### config.mk
export PLATFORM = sky130hd
export DESIGN_NAME = ac_job_controller
export DESIGN_NICKNAME = d
export VERILOG_FILES = /design/src/rtl/ac_job_controller.sv
export SDC_FILE = /design/constraint.sdc
export NUM_CORES = 1
export LEC_CHECK = 0
export CAP_MARGIN = 15
export CORE_MARGIN = 1
export CORE_UTILIZATION = 46
export CTS_BUF_LIST = sky130_fd_sc_hd__clkbuf_16
export DETAILED_ROUTE_END_ITERATION = 10
export MAX_ROUTING_LAYER = met4
export PLACE_DENSITY_LB_ADDON = 0.08
export SETUP_SLACK_MARGIN = 0.3
export SYNTH_ARGS = -nofsm -noshare
export SYNTH_HDL_FRONTEND = slang
export SYNTH_SLANG_ARGS = --single-unit
### constraint.sdc
create_clock -name clk -period 5.15 [get_ports clk]
set_input_delay 0.515 -clock clk [delete_from_list [all_inputs] [get_ports clk]]
set_output_delay 0.515 -clock clk [all_outputs]
set_load 0.01 [all_outputs]
### src/rtl/ac_job_controller.sv
// Job controller for arithmetic_coder: takes in one symbol stream, triggers the encode,
// then reads back and parses the coder's frame and forwards it as a back-pressured byte stream.
module ac_job_controller #(
   parameter int MAX_SYMBOLS    = 128,
   parameter int SETTLE_CYCLES  = 50,
   parameter int TIMEOUT_CYCLES = 4096
) (
   input  logic        clk,
   input  logic        rst,
   input  logic [7:0]  s_data,
   input  logic        s_valid,
   input  logic        s_last,
   output logic        s_ready,
   output logic [7:0]  ac_symbol_in,
   output logic        ac_valid_in,
   output logic        ac_wr_complete_in,
   output logic        ac_next_in,
   input  logic [7:0]  ac_data_out,
   input  logic        ac_valid_out,
   output logic [7:0]  m_data,
   output logic        m_valid,
   output logic        m_last,
   input  logic        m_ready,
   output logic        busy,
   output logic        done,
   output logic        err_timeout,
   output logic        err_trunc,
   output logic [7:0]  sym_count,
   output logic [15:0] comp_len
);

   typedef enum logic [3:0] {
      IDLE, FEED, DISCARD, SETTLE, FLUSH, HDR, TABLE, LEN_HI, LEN_LO, PAYLOAD, ABORT
   } state_t;

   localparam int SW = $clog2(SETTLE_CYCLES + 2);
   localparam int TW = $clog2(TIMEOUT_CYCLES + 1);

   state_t          state, state_nxt;
   logic [SW-1:0]   settle_cnt;
   logic [TW-1:0]   tmo_cnt;
   logic [9:0]      tbl_cnt;
   logic [9:0]      tbl_len;
   logic [7:0]      len_hi;
   logic [15:0]     pay_cnt;
   logic [15:0]     lo_len;
   logic [16:0]     req_cnt;
   logic [16:0]     limit;
   logic [16:0]     eff_limit;
   logic            req_d;
   logic [1:0][7:0] buf_data;
   logic [1:0]      buf_last;
   logic            wr_ptr, rd_ptr;
   logic [1:0]      buf_cnt;
   logic [7:0]      sym_next;
   logic            readout, pop, cap_last;

   assign s_ready           = (state == IDLE) || (state == FEED) || (state == DISCARD);
   assign busy              = (state != IDLE);
   assign readout           = (state == HDR) || (state == TABLE) || (state == LEN_HI) ||
                              (state == LEN_LO) || (state == PAYLOAD);
   assign ac_wr_complete_in = (state == FLUSH) || readout;
   assign sym_next          = (state == IDLE) ? 8'd1 : sym_count + 8'd1;
   assign tbl_len           = 10'd3 * ({2'b00, ac_data_out} + 10'd1);
   assign lo_len            = {len_hi, ac_data_out};

   // Until byte0 arrives only the 6-byte minimum frame is safe to request; the low length
   // byte is used straight off the coder bus so the request stream ends exactly on time.
   assign eff_limit = (req_d && state == LEN_LO) ? limit + {1'b0, lo_len} : limit;
   assign cap_last  = (state == LEN_LO && lo_len == 16'd0) ||
                      (state == PAYLOAD && pay_cnt == 16'd1);

   assign m_valid    = (buf_cnt != 2'd0);
   assign m_data     = buf_data[rd_ptr];
   assign m_last     = m_valid && buf_last[rd_ptr];
   assign pop        = m_valid && m_ready;
   assign done       = (state == PAYLOAD) && pop && m_last;
   assign ac_next_in = readout && (req_cnt < eff_limit) &&
                       (({1'b0, buf_cnt} + {2'b00, req_d}) < (3'd2 + {2'b00, pop}));

   // State register.
   always_ff @(posedge clk or posedge rst) begin
      if (rst) begin
         state <= IDLE;
      end else begin
         state <= state_nxt;
      end
   end

   // Next-state logic; parse states advance once per captured coder byte.
   always_comb begin
      state_nxt = state;
      case (state)
         IDLE, FEED: begin
            if (s_valid) begin
               if (s_last) begin
                  state_nxt = SETTLE;
               end else if (sym_next == 8'(MAX_SYMBOLS)) begin
                  state_nxt = DISCARD;
               end else begin
                  state_nxt = FEED;
               end
            end
         end
         DISCARD: if (s_valid && s_last) state_nxt = SETTLE;
         SETTLE:  if (settle_cnt == SW'(SETTLE_CYCLES)) state_nxt = FLUSH;
         FLUSH: begin
            if (ac_valid_out) begin
               state_nxt = HDR;
            end else if (tmo_cnt == TW'(TIMEOUT_CYCLES - 1)) begin
               state_nxt = ABORT;
            end
         end
         HDR:     if (req_d) state_nxt = TABLE;
         TABLE:   if (req_d && tbl_cnt == 10'd1) state_nxt = LEN_HI;
         LEN_HI:  if (req_d) state_nxt = LEN_LO;
         LEN_LO:  if (req_d) state_nxt = PAYLOAD;
         PAYLOAD: if (done) state_nxt = IDLE;
         ABORT:   state_nxt = IDLE;
         default: state_nxt = IDLE;
      endcase
   end

   // Symbol intake, job counters, header parsing and the 2-entry output buffer.
   always_ff @(posedge clk or posedge rst) begin
      if (rst) begin
         ac_symbol_in <= 8'd0;
         ac_valid_in  <= 1'b0;
         sym_count    <= 8'd0;
         err_trunc    <= 1'b0;
         err_timeout  <= 1'b0;
         comp_len     <= 16'd0;
         settle_cnt   <= '0;
         tmo_cnt      <= '0;
         tbl_cnt      <= 10'd0;
         len_hi       <= 8'd0;
         pay_cnt      <= 16'd0;
         req_cnt      <= 17'd0;
         limit        <= 17'd0;
         req_d        <= 1'b0;
         buf_data     <= '0;
         buf_last     <= 2'b00;
         wr_ptr       <= 1'b0;
         rd_ptr       <= 1'b0;
         buf_cnt      <= 2'd0;
      end else begin
         ac_valid_in <= 1'b0;
         if ((state == IDLE || state == FEED) && s_valid) begin
            ac_symbol_in <= s_data;
            ac_valid_in  <= 1'b1;
            sym_count    <= sym_next;
            if (state == IDLE) begin
               err_timeout <= 1'b0;
               err_trunc   <= 1'b0;
            end
            if (!s_last && sym_next == 8'(MAX_SYMBOLS)) begin
               err_trunc <= 1'b1;
            end
         end

         settle_cnt <= (state == SETTLE) ? settle_cnt + 1'b1 : '0;
         tmo_cnt    <= (state == FLUSH) ? tmo_cnt + 1'b1 : '0;
         if (state == FLUSH && !ac_valid_out && tmo_cnt == TW'(TIMEOUT_CYCLES - 1)) begin
            err_timeout <= 1'b1;
         end

         req_d <= ac_next_in;
         if (state == FLUSH) begin
            req_cnt <= 17'd0;
            limit   <= 17'd6;
         end else if (ac_next_in) begin
            req_cnt <= req_cnt + 17'd1;
         end

         if (req_d) begin
            case (state)
               HDR: begin
                  tbl_cnt <= tbl_len;
                  limit   <= {7'd0, tbl_len} + 17'd3;
               end
               TABLE:  tbl_cnt <= tbl_cnt - 10'd1;
               LEN_HI: len_hi <= ac_data_out;
               LEN_LO: begin
                  comp_len <= lo_len;
                  pay_cnt  <= lo_len;
                  limit    <= eff_limit;
               end
               PAYLOAD: pay_cnt <= pay_cnt - 16'd1;
               default: ;
            endcase
            buf_data[wr_ptr] <= ac_data_out;
            buf_last[wr_ptr] <= cap_last;
            wr_ptr           <= ~wr_ptr;
         end
         if (pop) begin
            rd_ptr <= ~rd_ptr;
         end
         buf_cnt <= buf_cnt + {1'b0, req_d} - {1'b0, pop};
      end
   end

endmodule

Word level (Yosys, flattened, before mapping)
Index checks and enable logic that the tools add are counted.
Widths: inputs -> output; s select.
{ "op_classes": {"addsub": 13, "multipliers": 1, "magnitude_cmp": 5, "n_eq_ne": 23, "n_mux": 39, "bitwise_logic": 2, "n_reduce_logical": 44} }
{ "ops": {"columns": ["operator", "count"], "rows": [
  ["$mux 17", 5],
  ["$mux 4", 10],
  ["$pmux 4 s9", 1],
  ["$pmux 17 s2", 1],
  ["$mux 8", 4],
  ["$pmux 16 s2", 1],
  ["$pmux 10 s2", 1],
  ["$add 17x1->17 const B", 1],
  ["$add 17x16->17", 1],
  ["$lt 17x17->1", 1],
  ["$bwmux 16", 1],
  ["$eq 16x1->1 const B", 1],
  ["$eq 4x3->1 const B", 4],
  ["$logic_and 1x1->1", 16],
  ["$logic_not 16->1", 1],
  ["$sub 16x1->16 const B", 1],
  ["$reduce_bool 2->1", 7],
  ["$add 13x1->13 const B", 1],
  ["$eq 13x12->1 const B", 1],
  ["$mux 13", 1],
  ["$ne 2x2->1 const B", 6],
  ["$reduce_and 2->1", 6],
  ["$add 10x2->11 const B", 1],
  ["$eq 10x1->1 const B", 1],
  ["32 further kinds", 53]
]} }
{ "totals": {"ff_bits": 149, "inputBits": 22, "output_inout_bits": 50, "word_cells": 148} }

Logic depth before layout (Yosys ltp)
Gate-level depths: netlist (run 1).
{ "logic_depth": {"depth_word": 9, "ltp_mapped": 18, "mapped_depth_nobuf": 17} }

Worst setup path after synthesis (run 1)
Ideal clock, no wire load.
{ "synth_timing": {"path_type": "input to output", "start": "input ac_data_out[0]", "end": "output ac_next_in", "t_arrival_ps": 4006, "t_required_ps": 4635, "path_slack_ps": 629, "path_stages": 17, "path_buffers": 1, "path_cell_list": "ha_1 > fa_1 > a211oi_1 > o21ai_0 > a31oi_1 > or3_1 > nand2_1 > xor2_1 > mux2i_1 > ha_1 > nand4_1 > or3_1 > or2_2 > o221ai_2 > or2_2 > clkbuf_1 > inv_1"} }
{ "synth_via": {"elab_chain_len": 5} }
{ "synth_rtl": {"columns": ["item", "line_no", "text"], "rows": [
  ["start: declaration", "18", "input logic [7:0] ac_data_out,"],
  ["$add 17x16->17", "69", "assign eff_limit = (req_d && state == LEN_LO) ? limit + {1'b0, lo_len} : limit;"],
  ["$mux 17", "69", null],
  ["$lt 17x17->1", "78", "assign ac_next_in = readout && (req_cnt < eff_limit) &&"],
  ["$logic_and 1x1->1 (2 in a row)", "78", null],
  ["end: declaration", "17", "output logic ac_next_in,"]
]} }
No other way between the ends.

Final worst setup path (run 1)
{ "layout_timing": {"start": "register limit[0]", "end": "register limit[16]"} }
{ "layout_via": {"elab_chain_len": 4} }
{ "layout_rtl": {"columns": ["item", "line_no", "text"], "rows": [
  ["start: declaration", "48", "logic [16:0] limit;"],
  ["start signal: assignment", "179", "limit <= {7'd0, tbl_len} + 17'd3;"],
  ["start signal: assignment", "186", "limit <= eff_limit;"],
  ["$add 17x16->17", "69", null],
  ["$mux 17", "69", null],
  ["$pmux 17 s2", "176", "case (state)"],
  ["$mux 17", "175", "if (req_d) begin"]
]} }
No other way between the ends.
A chain may end at the register's enable or synchronous reset.

==> metrics.cfg, run 1 <==
[timing]
fin_crit_ps=4780
slew_violations=0
tightest_slew_ps=961
relSlewSlack_pct=35.7
finalCritPeriodShare_pct=92.8
setup_viol=0
skew_ps=9.55
fmax_ghz=0.209
hold_viol=0
grt_setup_unrepaired=yes

[global_route]
grt_max_degree=72
grt_pass1_vias=7443
grt.total_usage_pct=25.1
grt_pass1_wl_um=38500
grt_overflow_total=0
antenna_found_initial=0

[synthesis]
synth_edf_count=0
ys_warn_count=0
synth.largest_area_cell=dfrtp_1
ys.flop_type=dfrtp_1
avgSynthCellArea_um2=8.90
synth_top_area_share_pct=40.7
ys_ff_latch=149
synth_common_cells=dfrtp_1 (149), nand2_1 (148), nor2_1 (92), o21ai_0 (74), a21oi_1 (73)
syn_inst=1029
ys_types=65
postSynth.asyncResetShare_pct=100
yosysSeqAreaShare_pct=40.7
synth_area_leaders=dfrtp_1 (41%), ha_1 (7.5%), nand2_1 (6.1%)
synth_most_common_cell=dfrtp_1
synth.net_count=1107
syn_area_um2=9160

[clock_network]
cts_tree=done
clock_sinks=149
clk_latency_ps=430
htree_levels=4
clockBufferDepth=2
clk_pin_slew_ps=60
cts_inserted_buffers=17
root_buffer=clkbuf_16

[final_layout]
final_area_um2=11400
antenna_cells=0
fin_cells=1427
layout-drive-gt1-share_pct=15.5
syn_to_final_growth_pct=24.4
finalNetCount=1227

[floorplanning]
num_io_pins=72
dieArea_um2=20500
die_width_um=143
fp-row-count=51
coreArea_um2=19500
floorplan.initialDensity_pct=47.1
die_y_um=143

[place]
gp_congestion=0.871
hpwl_um=16700
dpl-instance-area_um2=10400
dp.cells=1362
port_buffers=71

[detailed_routing]
routedWlPerCell_um=16.9
drt-initial-drc-count=444
dr_total_vias=7858
vias_per_cell=5.51
drt-total-wl_um=24200
first_pass_iters=4
antenna_left=0
drc=0

[worst_setup_path]
path_max_fanout=3
crit_path_end_kind=register
worstSetupEndpoint=limit[16]
criticalPathCategory=reg2reg
reg2reg_setup_slack_ps=370
r2r_start=limit[0]
worstSetupStartpointType=register
cp-startpoint=limit[0]
cp_common_cell=buf_4
cp.arrival_ps=5140
cp_data_required_time_ps=5510
r2r-end=limit[16]
worstRegToRegCells=33
cpMaxStageDelayCell=or3_4
max_stage_delay_ps=390

[min_path]
hold_class=reg2reg

[status]
status=finished clean

[power_and_ir_drop]
power_density_nw_per_um2=336
ir_worst_vdd_v=0.000284
fin_total_pwr_w=0.00382
power.leakage_nw=4.99

[run]
drv_cap=0

==> sequential cells by signal (all words and copies together), names as in the netlist <==
signal,flops
comp_len,16
settle_cnt,6
tbl_cnt,10
tmo_cnt,13
len_hi,8
sym_count,8
buf_data,16
buf_cnt,2
req_cnt,17
err_timeout,1
rd_ptr,1
buf_last,2
err_trunc,1
wr_ptr,1
state,4
pay_cnt,16
limit,17
req_d,1
ac_symbol_in,8
ac_valid_in,1
==> worst max-delay path: cells and delay by family, from the launching register on <==
kind                     cells  cell delay, ps
buffers and inverters       24            2790
AO/OA/AOI/OAI                5             660
AND/OR/NAND/NOR              2             500
adder cells (fa/ha/maj)      2             420
flip-flops                   1             350
==> worst min path at each step <==
stage | startpoint | to | slack [ps] | cells past startpoint
after floorplan | tmo_cnt[0] | tmo_cnt[0] | 430 | 1
after global placement | tmo_cnt[0] | tmo_cnt[0] | 450 | 1
after detailed placement | tmo_cnt[0] | tmo_cnt[0] | 450 | 1
after CTS | tmo_cnt[0] | tmo_cnt[0] | 460 | 1
after global routing | tmo_cnt[0] | tmo_cnt[0] | 470 | 1
final | tmo_cnt[0] | tmo_cnt[0] | 460 | 1
==> area by class of cell <==
| class | instances | area (um2) |
|---|---|---|
| clock buffer | 17 | 425 |
| clock inverter | 15 | 189 |
| fill | 1735 | 8070 |
| inverter | 33 | 129 |
| multi-input combinational | 799 | 5270 |
| sequential | 149 | 3730 |
| tap | 265 | 332 |
| timing repair buffer | 149 | 1330 |
==> stage by stage <==
step / hold WS (ps) / setup WS [ps] / TNS, ps / utilization (%)
2_1_floorplan: 433 / 627 / 0 / -
3_3_place_gp: 448 / -263 / -263 / 53.3
3_5_place_dp: 453 / -328 / -328 / 53.3
4_1_cts: 461 / 287 / 0 / 57.9
5_1_grt: 471 / 202 / 0 / 58.5
6_report: 461 / 370 / 0 / 58.5
==> layout by cell type (no fill, tap or decap), drive strengths merged, types with 5 or more instances in the layout <==
cell type      instances
or2                    9
xnor2                 38
and3                   7
dlygate4sd2            5
a31oi                  8
nand3b                 7
nand3                 42
o211ai                 6
or4                    6
clkdlybuf4s50         63
clkbuf                17
nand2b                12
nand4                 18
buf                   79
o22ai                  6
or3                    6
o32ai                  6
ha                    55
nor3b                  5
o21ai                 74
nor2b                  6
a22o                   7
a21oi                 73
nor3                  19
o31ai                  6
o21a                   7
mux2i                  8
mux2                  27
xor2                  31
a21o                  14
dfrtp                149
nand2                148
nor2                  92
inv                   38
nor4                  12
==> where the power goes <==
group	leakage [nW]	internal, W	switching, W
Sequential	1.88	0.00132	0.000147
Combinational	2.81	0.000545	0.000489
Clock	0.303	0.000806	0.000516
==> layer usage <==
metal  share of wire (%)  vias up  track usage, %
li1                    -     3885               -
met1                  48     3806            33.9
met2                  47      146            39.6
met3                 3.7       21            3.72
met4                 1.2        0            6.06
met5                   0        -               -
==> cell families after synthesis <==
group / share of synthesized area [%]
DFF: 40.7
buffers and inverters: 3.39
muxes: 4.19
AOI/OAI and AO/OA: 16.2
adders and majority gates: 7.73
and+or+nand+nor: 21.2
xor gates and xnor gates: 6.60
==> timing repair <==
action,in CTS,in global routing
setup buffers,28,5
hold buffers,0,0
pin swaps,14,14
endpoints found under the setup margin,1,2
resized for setup,24,24
No activity file was read; power rests on OpenSTA's default activity.
==> run 2: changes to the inputs <==
ABC_AREA = 1   (was not set)
clock period = 5 ns   (was 5.15 ns; I/O delays follow)
==> metrics.cfg, run 2 <==
[detailed_routing]
drt-initial-drc-count=521  ; +17%
routedWlPerCell_um=14.5  ; -14%
first_pass_iters=5  ; +1
vias_per_cell=5.23  ; -5.0%
dr_total_vias=8874  ; +13%
drt-total-wl_um=24600  ; +1.9%
antenna_left=0  ; unchanged
drc=0  ; unchanged

[floorplanning]
coreArea_um2=20400  ; +4.6%
dieArea_um2=21400  ; +4.7%
num_io_pins=72  ; unchanged
floorplan.initialDensity_pct=47.1  ; +0.053 points
die_y_um=146  ; +2.3%
fp-row-count=52  ; +2.0%
die_width_um=146  ; +2.3%

[timing]
setup_tns_ps=0  ; unchanged
finalCritPeriodShare_pct=86.2
slew_violations=0  ; unchanged
relSlewSlack_pct=40.9  ; +5.2 points
tightest_slew_ps=883  ; -77.8 ps
fin_crit_ps=4310
setup_viol=0  ; unchanged
fmax_ghz=0.232
setup_slack_ps=689  ; +319 ps
hold_viol=0  ; unchanged
skew_ps=14.0  ; +4.48 ps
grt_setup_unrepaired=no

[final_layout]
layout_common_cells=nand2_1 (390), dfrtp_1 (149), inv_1 (146)
fillerInstances=1918  ; +11%
layout_commonest_cell=nand2_1
finalNetCount=1493  ; +22%
syn_to_final_growth_pct=17.0
reg_top3=limit (17), req_cnt (17)
antenna_cells=0  ; unchanged
layout-drive-gt1-share_pct=5.05  ; -10 points
finish.utilization_pct=55.1  ; -3.4 points
final_area_um2=11200  ; -1.4%

[synthesis]
synth_area_leaders=dfrtp_1 (39%), nand2_1 (15%), ha_1 (7.2%)
syn_area_um2=9600  ; +4.8%
synth.net_count=1419  ; +28%
synth_top_area_share_pct=38.9  ; -1.8 points
yosysSeqAreaShare_pct=38.9  ; -1.8 points
ys.flop_type=dfrtp_1
ys_warn_count=0  ; unchanged
synth_edf_count=0  ; unchanged
avgSynthCellArea_um2=7.16  ; -20%
postSynth.asyncResetShare_pct=100  ; unchanged
synth_common_cells=nand2_1 (391), dfrtp_1 (149), inv_1 (146), nor2_1 (131), o21ai_0 (115)
syn_inst=1341  ; +30%
synth.largest_area_cell=dfrtp_1
synth_most_common_cell=nand2_1
ys_types=46  ; -29%
ys_ff_latch=149  ; unchanged

[power_and_ir_drop]
power_density_nw_per_um2=535  ; +59%
power.leakage_nw=5.61  ; +13%
ir_worst_vdd_v=0.000284  ; about the same

[clock_network]
clock_sinks=149  ; unchanged
clockBufferDepth=2  ; unchanged
htree_levels=4  ; unchanged
cts_inserted_buffers=17  ; unchanged
cts_setup_buffers=0  ; -100%
clk_latency_ps=430  ; about the same
clk_pin_slew_ps=60  ; about the same
root_buffer=clkbuf_16
cts_tree=done

[status]
status=finished clean

[worst_setup_path]
worstRegToRegCells=26  ; -21%
r2r_start=limit[0]
cp.arrival_ps=3810  ; -1330 ps
reg2reg_setup_slack_ps=1420  ; +1050 ps
r2r-end=req_cnt[11]
worstSetupStartpointType=input pin
path_max_fanout=3  ; unchanged
cp_data_required_time_ps=4500  ; -1010 ps
crit_path_end_kind=primary output
criticalPathCategory=in2out

[global_route]
antenna_found_initial=0  ; unchanged
grt.total_usage_pct=24.6  ; -0.51 points
grt_overflow_total=0  ; unchanged
grt_max_degree=95  ; +32%
grt_pass1_vias=8184  ; +10%
grt_pass1_wl_um=41000  ; +6.5%

[place]
hpwl_um=17900  ; +7.0%
gp_congestion=0.906  ; +4.0%
place_ws_ps=157  ; +485 ps
port_buffers=71  ; unchanged
dpl-instance-area_um2=10600  ; +2.6%

[min_path]
hold_end=tmo_cnt[0]
holdPathStages=1  ; unchanged
hold_class=reg2reg
hold_start=tmo_cnt[0]

[run]
drv_cap=0  ; unchanged

## run 2: cell types whose count changed after synthesis, sizes merged, moves of 11 or more
cell	previous run	this run
xnor2	38	8
mux2	27	0
inv	33	156
nand2	148	392
a21o	14	3
nor2	92	136
clkbuf	40	20
o21ai	74	117
nand3	42	99
nand2b	12	0
## run 2: worst max path at each step
stage | start | to | slack, ps | depth (start not counted)
finish | ac_data_out[0] | ac_next_in | 690 | 23
global route | ac_data_out[0] | ac_next_in | 410 | 23
CTS | ac_data_out[0] | ac_next_in | 510 | 23
detailed placement | ac_data_out[0] | ac_next_in | 160 | 21
global placement | ac_data_out[0] | ac_next_in | 240 | 21
floorplan | rst | ac_symbol_in[0] | 490 | 1
## run 2: power by group
part | switching [W] | internal, W | total [W]
Combinational | 0.00167 | 0.00110 | 0.00277
Clock | 0.000522 | 0.000778 | 0.00130
Sequential | 0.000346 | 0.00159 | 0.00194
## run 2: kinds of logic (layout without fill, tap and decap cells)
logic type / after synthesis / count (layout) / synth area share [%]
AND/OR/NAND/NOR: 694 / 694 / 30.6
AO/OA/AOI/OAI: 223 / 223 / 12.7
buffers and inverters: 187 / 273 / 7.48
flip-flops: 149 / 149 / 38.9
adder cells (fa/ha/maj): 56 / 56 / 7.38
XOR/XNOR: 31 / 31 / 2.83
multiplexers: 1 / 1 / 0.104
## run 2: critical path, cell delays in order
cell	delay, ps
clkdlybuf4s50_1	470
ha_2	250
fa_1	400
nand3_1	110
nand2_1	80
inv_1	80
nor2_1	40
nor2_1	120
inv_1	80
nand2_1	80
nand2_1	50
nand2_1	60
nand3_1	80
and2_1	190
ha_1	290
a21oi_1	120
o21ai_0	90
a21oi_1	140
nand2_1	120
nor2_4	130
nand3_4	70
inv_1	110
clkbuf_2	140
## run 2: cell type report
type                            count  area, um2  share of cell area [%]
Multi-Input combinational cell   1005       5170                    46.0
Sequential cell                   149       3730                    33.2
Timing Repair Buffer               86        818                    7.29
Inverter                          156        591                    5.26
Clock buffer                       17        425                    3.79
Tap cell                          270        338                    3.01
Clock inverter                     14        161                    1.44
## run 2: timing repair
action	in CTS	in global routing
endpoints found under the hold margin	0	0
hold buffers	0	0
endpoints found under the setup margin	1	1
resized for setup	4	5
## run 2: metal layers
layer	part of all wire [%]	track usage [%]	vias up	routed length, um
met4	1.2	5.99	0	303
met3	4.4	3.03	25	1070
li1	-	-	4532	-
met5	0	-	-	0
met2	45	37.8	189	11000
met1	50	34.5	4128	12200
## run 2: stage by stage
| step | hold WS, ps | cells | power, W |
|---|---|---|---|
| after floorplan | 433 | 1341 | 0.00381 |
| after global placement | 454 | 1666 | 0.00467 |
| after detailed placement | 461 | 1666 | 0.00471 |
| after CTS | 469 | 1697 | 0.00603 |
| after global routing | 499 | 1697 | 0.00655 |
| final | 464 | 1697 | 0.00601 |
==> run 3: changes to the inputs <==
clock period = 3.56 ns   (was 5 ns; I/O delays follow)
==> metrics.cfg, run 3 (synthesized netlist as in run 2, its figures left out) <==
[floorplanning]
fp-row-count=52  ; unchanged
dieArea_um2=21400  ; unchanged
floorplan.initialDensity_pct=47.1  ; unchanged
die_width_um=146  ; unchanged
die_y_um=146  ; unchanged
coreArea_um2=20400  ; unchanged
num_io_pins=72  ; unchanged

[power_and_ir_drop]
power.leakage_nw=6.24  ; +11%
power_density_nw_per_um2=780  ; +46%
ir_worst_vdd_v=0.000370  ; +30%

[clock_network]
cts_tree=done
cts_inserted_buffers=17  ; unchanged
clock_sinks=149  ; unchanged
htree_levels=4  ; unchanged
root_buffer=clkbuf_16
clk_pin_slew_ps=60  ; about the same
clk_latency_ps=430  ; about the same
hold_buffers=0  ; unchanged
clockBufferDepth=2  ; unchanged

[timing]
setup_tns_ps=-826  ; -826 ps
fin_crit_ps=3670
setup_viol=17  ; +17
finalCritPeriodShare_pct=103
fmax_ghz=0.272
hold_viol=0  ; unchanged
grt_setup_unrepaired=yes
setup_slack_ps=-113  ; -802 ps
skew_ps=10.6  ; -3.46 ps
tightest_slew_ps=870  ; -13.2 ps
relSlewSlack_pct=41.8  ; +0.88 points
slew_violations=0  ; unchanged

[place]
port_buffers=71  ; unchanged
place_ws_ps=-933  ; -1090 ps
dpl-instance-area_um2=11200  ; +5.7%
hpwl_um=18600  ; +3.8%
gp_congestion=0.894  ; -1.4%

[worst_setup_path]
max_stage_delay_ps=410  ; -60 ps
cp_cell_sequence=ha_4, fa_2, nand3_2, nand2_2, nand2_2, nand3_4, buf_4, a21oi_2, o21ai_1, o21a_1, ha_4, nand2_1, nor2_2, nand4_1, nor2_1, nand2_1, inv_2, nor2_4, nand3_4, inv_4, buf_6
cp.arrival_ps=3320  ; -490 ps
criticalPathCategory=reg2out
cp_data_required_time_ps=3200  ; -1300 ps
worstSetupStartpointType=register
path_max_fanout=3  ; unchanged
cpMaxStageDelayCell=dfrtp_1
crit_path_end_kind=primary output

[final_layout]
fillerInstances=1877  ; -2.1%
finalNetCount=1586  ; +6.2%
layout_commonest_cell=nand2_1
layout-drive-gt1-share_pct=14.9  ; +9.9 points
antenna_cells=0  ; unchanged
final_area_um2=12400  ; +11%
layout_common_cells=nand2_1 (366), dfrtp_1 (149), inv_1 (146)
syn_to_final_growth_pct=29.4
reg_top3=limit (17), req_cnt (17)
finish.utilization_pct=61.0  ; +5.8 points

[global_route]
grt_max_degree=150  ; +58%
grt.total_usage_pct=26.1  ; +1.5 points
grt_pass1_wl_um=43400  ; +6.0%
grt_pass1_vias=8832  ; +7.9%
grt_overflow_total=0  ; unchanged
antenna_found_initial=0  ; unchanged

[detailed_routing]
dr_total_vias=9406  ; +6.0%
first_pass_iters=5  ; unchanged
antenna_left=0  ; unchanged
vias_per_cell=5.25  ; +0.43%
routedWlPerCell_um=14.9  ; +2.8%
drt-total-wl_um=26700  ; +8.5%
drc=0  ; unchanged
drt-initial-drc-count=587  ; +13%

[min_path]
hold_class=in2reg

[status]
violations=setup timing
status=complete, but fails checks

[run]
drv_cap=0  ; unchanged

-- run 3: power breakdown --
part	total, W	leakage, nW	internal [W]	switching (W)
clock network	0.00188	0.301	0.00111	0.000767
logic	0.00514	4.08	0.00234	0.00280
registers	0.00267	1.86	0.00224	0.000433
total	0.00969	6.24	0.00569	0.00400
-- run 3: cell type report --
type                            instances  area (um2)  share of cell area (%)
Inverter                              156         592                    4.76
Timing Repair Buffer                  178        1650                    13.3
Clock inverter                         15         180                    1.45
Tap cell                              270         338                    2.72
Multi-Input combinational cell       1006        5510                    44.3
Clock buffer                           17         425                    3.42
Sequential cell                       149        3730                    30.0
-- run 3: worst max-delay path: cells and delay by family (launching register included) --
kind	cells	cell delay, ps
AND/OR/NAND/NOR	11	940
adder cells (fa/ha/maj)	3	820
flip-flops	1	410
buffers and inverters	4	400
AO/OA/AOI/OAI	3	350
-- run 3: final timing paths --
check                                    end  slack, ps  cells after the start           start
worst max-delay path              ac_next_in       -110                     21        limit[0]
min in group asynchronous       buf_data[10]        540                      3             rst
worst max register to register   req_cnt[15]        -70                     27        limit[0]
worst min register to register    tmo_cnt[0]        470                      1      tmo_cnt[0]
worst min-delay path             buf_data[5]        400                      4  ac_data_out[5]
max in group asynchronous          limit[10]       2430                      3             rst
-- run 3: routing by layer --
layer	track usage, %	wire (um)	vias up
met5	-	0	-
met2	41.1	12400	245
met3	4.16	1460	36
li1	-	-	4723
met4	6.67	447	0
met1	35.0	12400	4402
-- run 3: stage by stage --
stage,power (W),std cells,hold WS [ps]
4_1_cts,0.00951,1790,464
2_1_floorplan,0.00534,1341,433
3_3_place_gp,0.00709,1743,453
5_1_grt,0.0105,1791,420
3_5_place_dp,0.00717,1743,466
6_report,0.00969,1791,398
-- run 3: repair_timing --
item                                    4_1_cts  5_1_grt
pin swaps                                    15       25
setup buffers                                11        1
cloned                                        4        0
endpoints found under the setup margin       19       19
gates resized for setup                      62       48
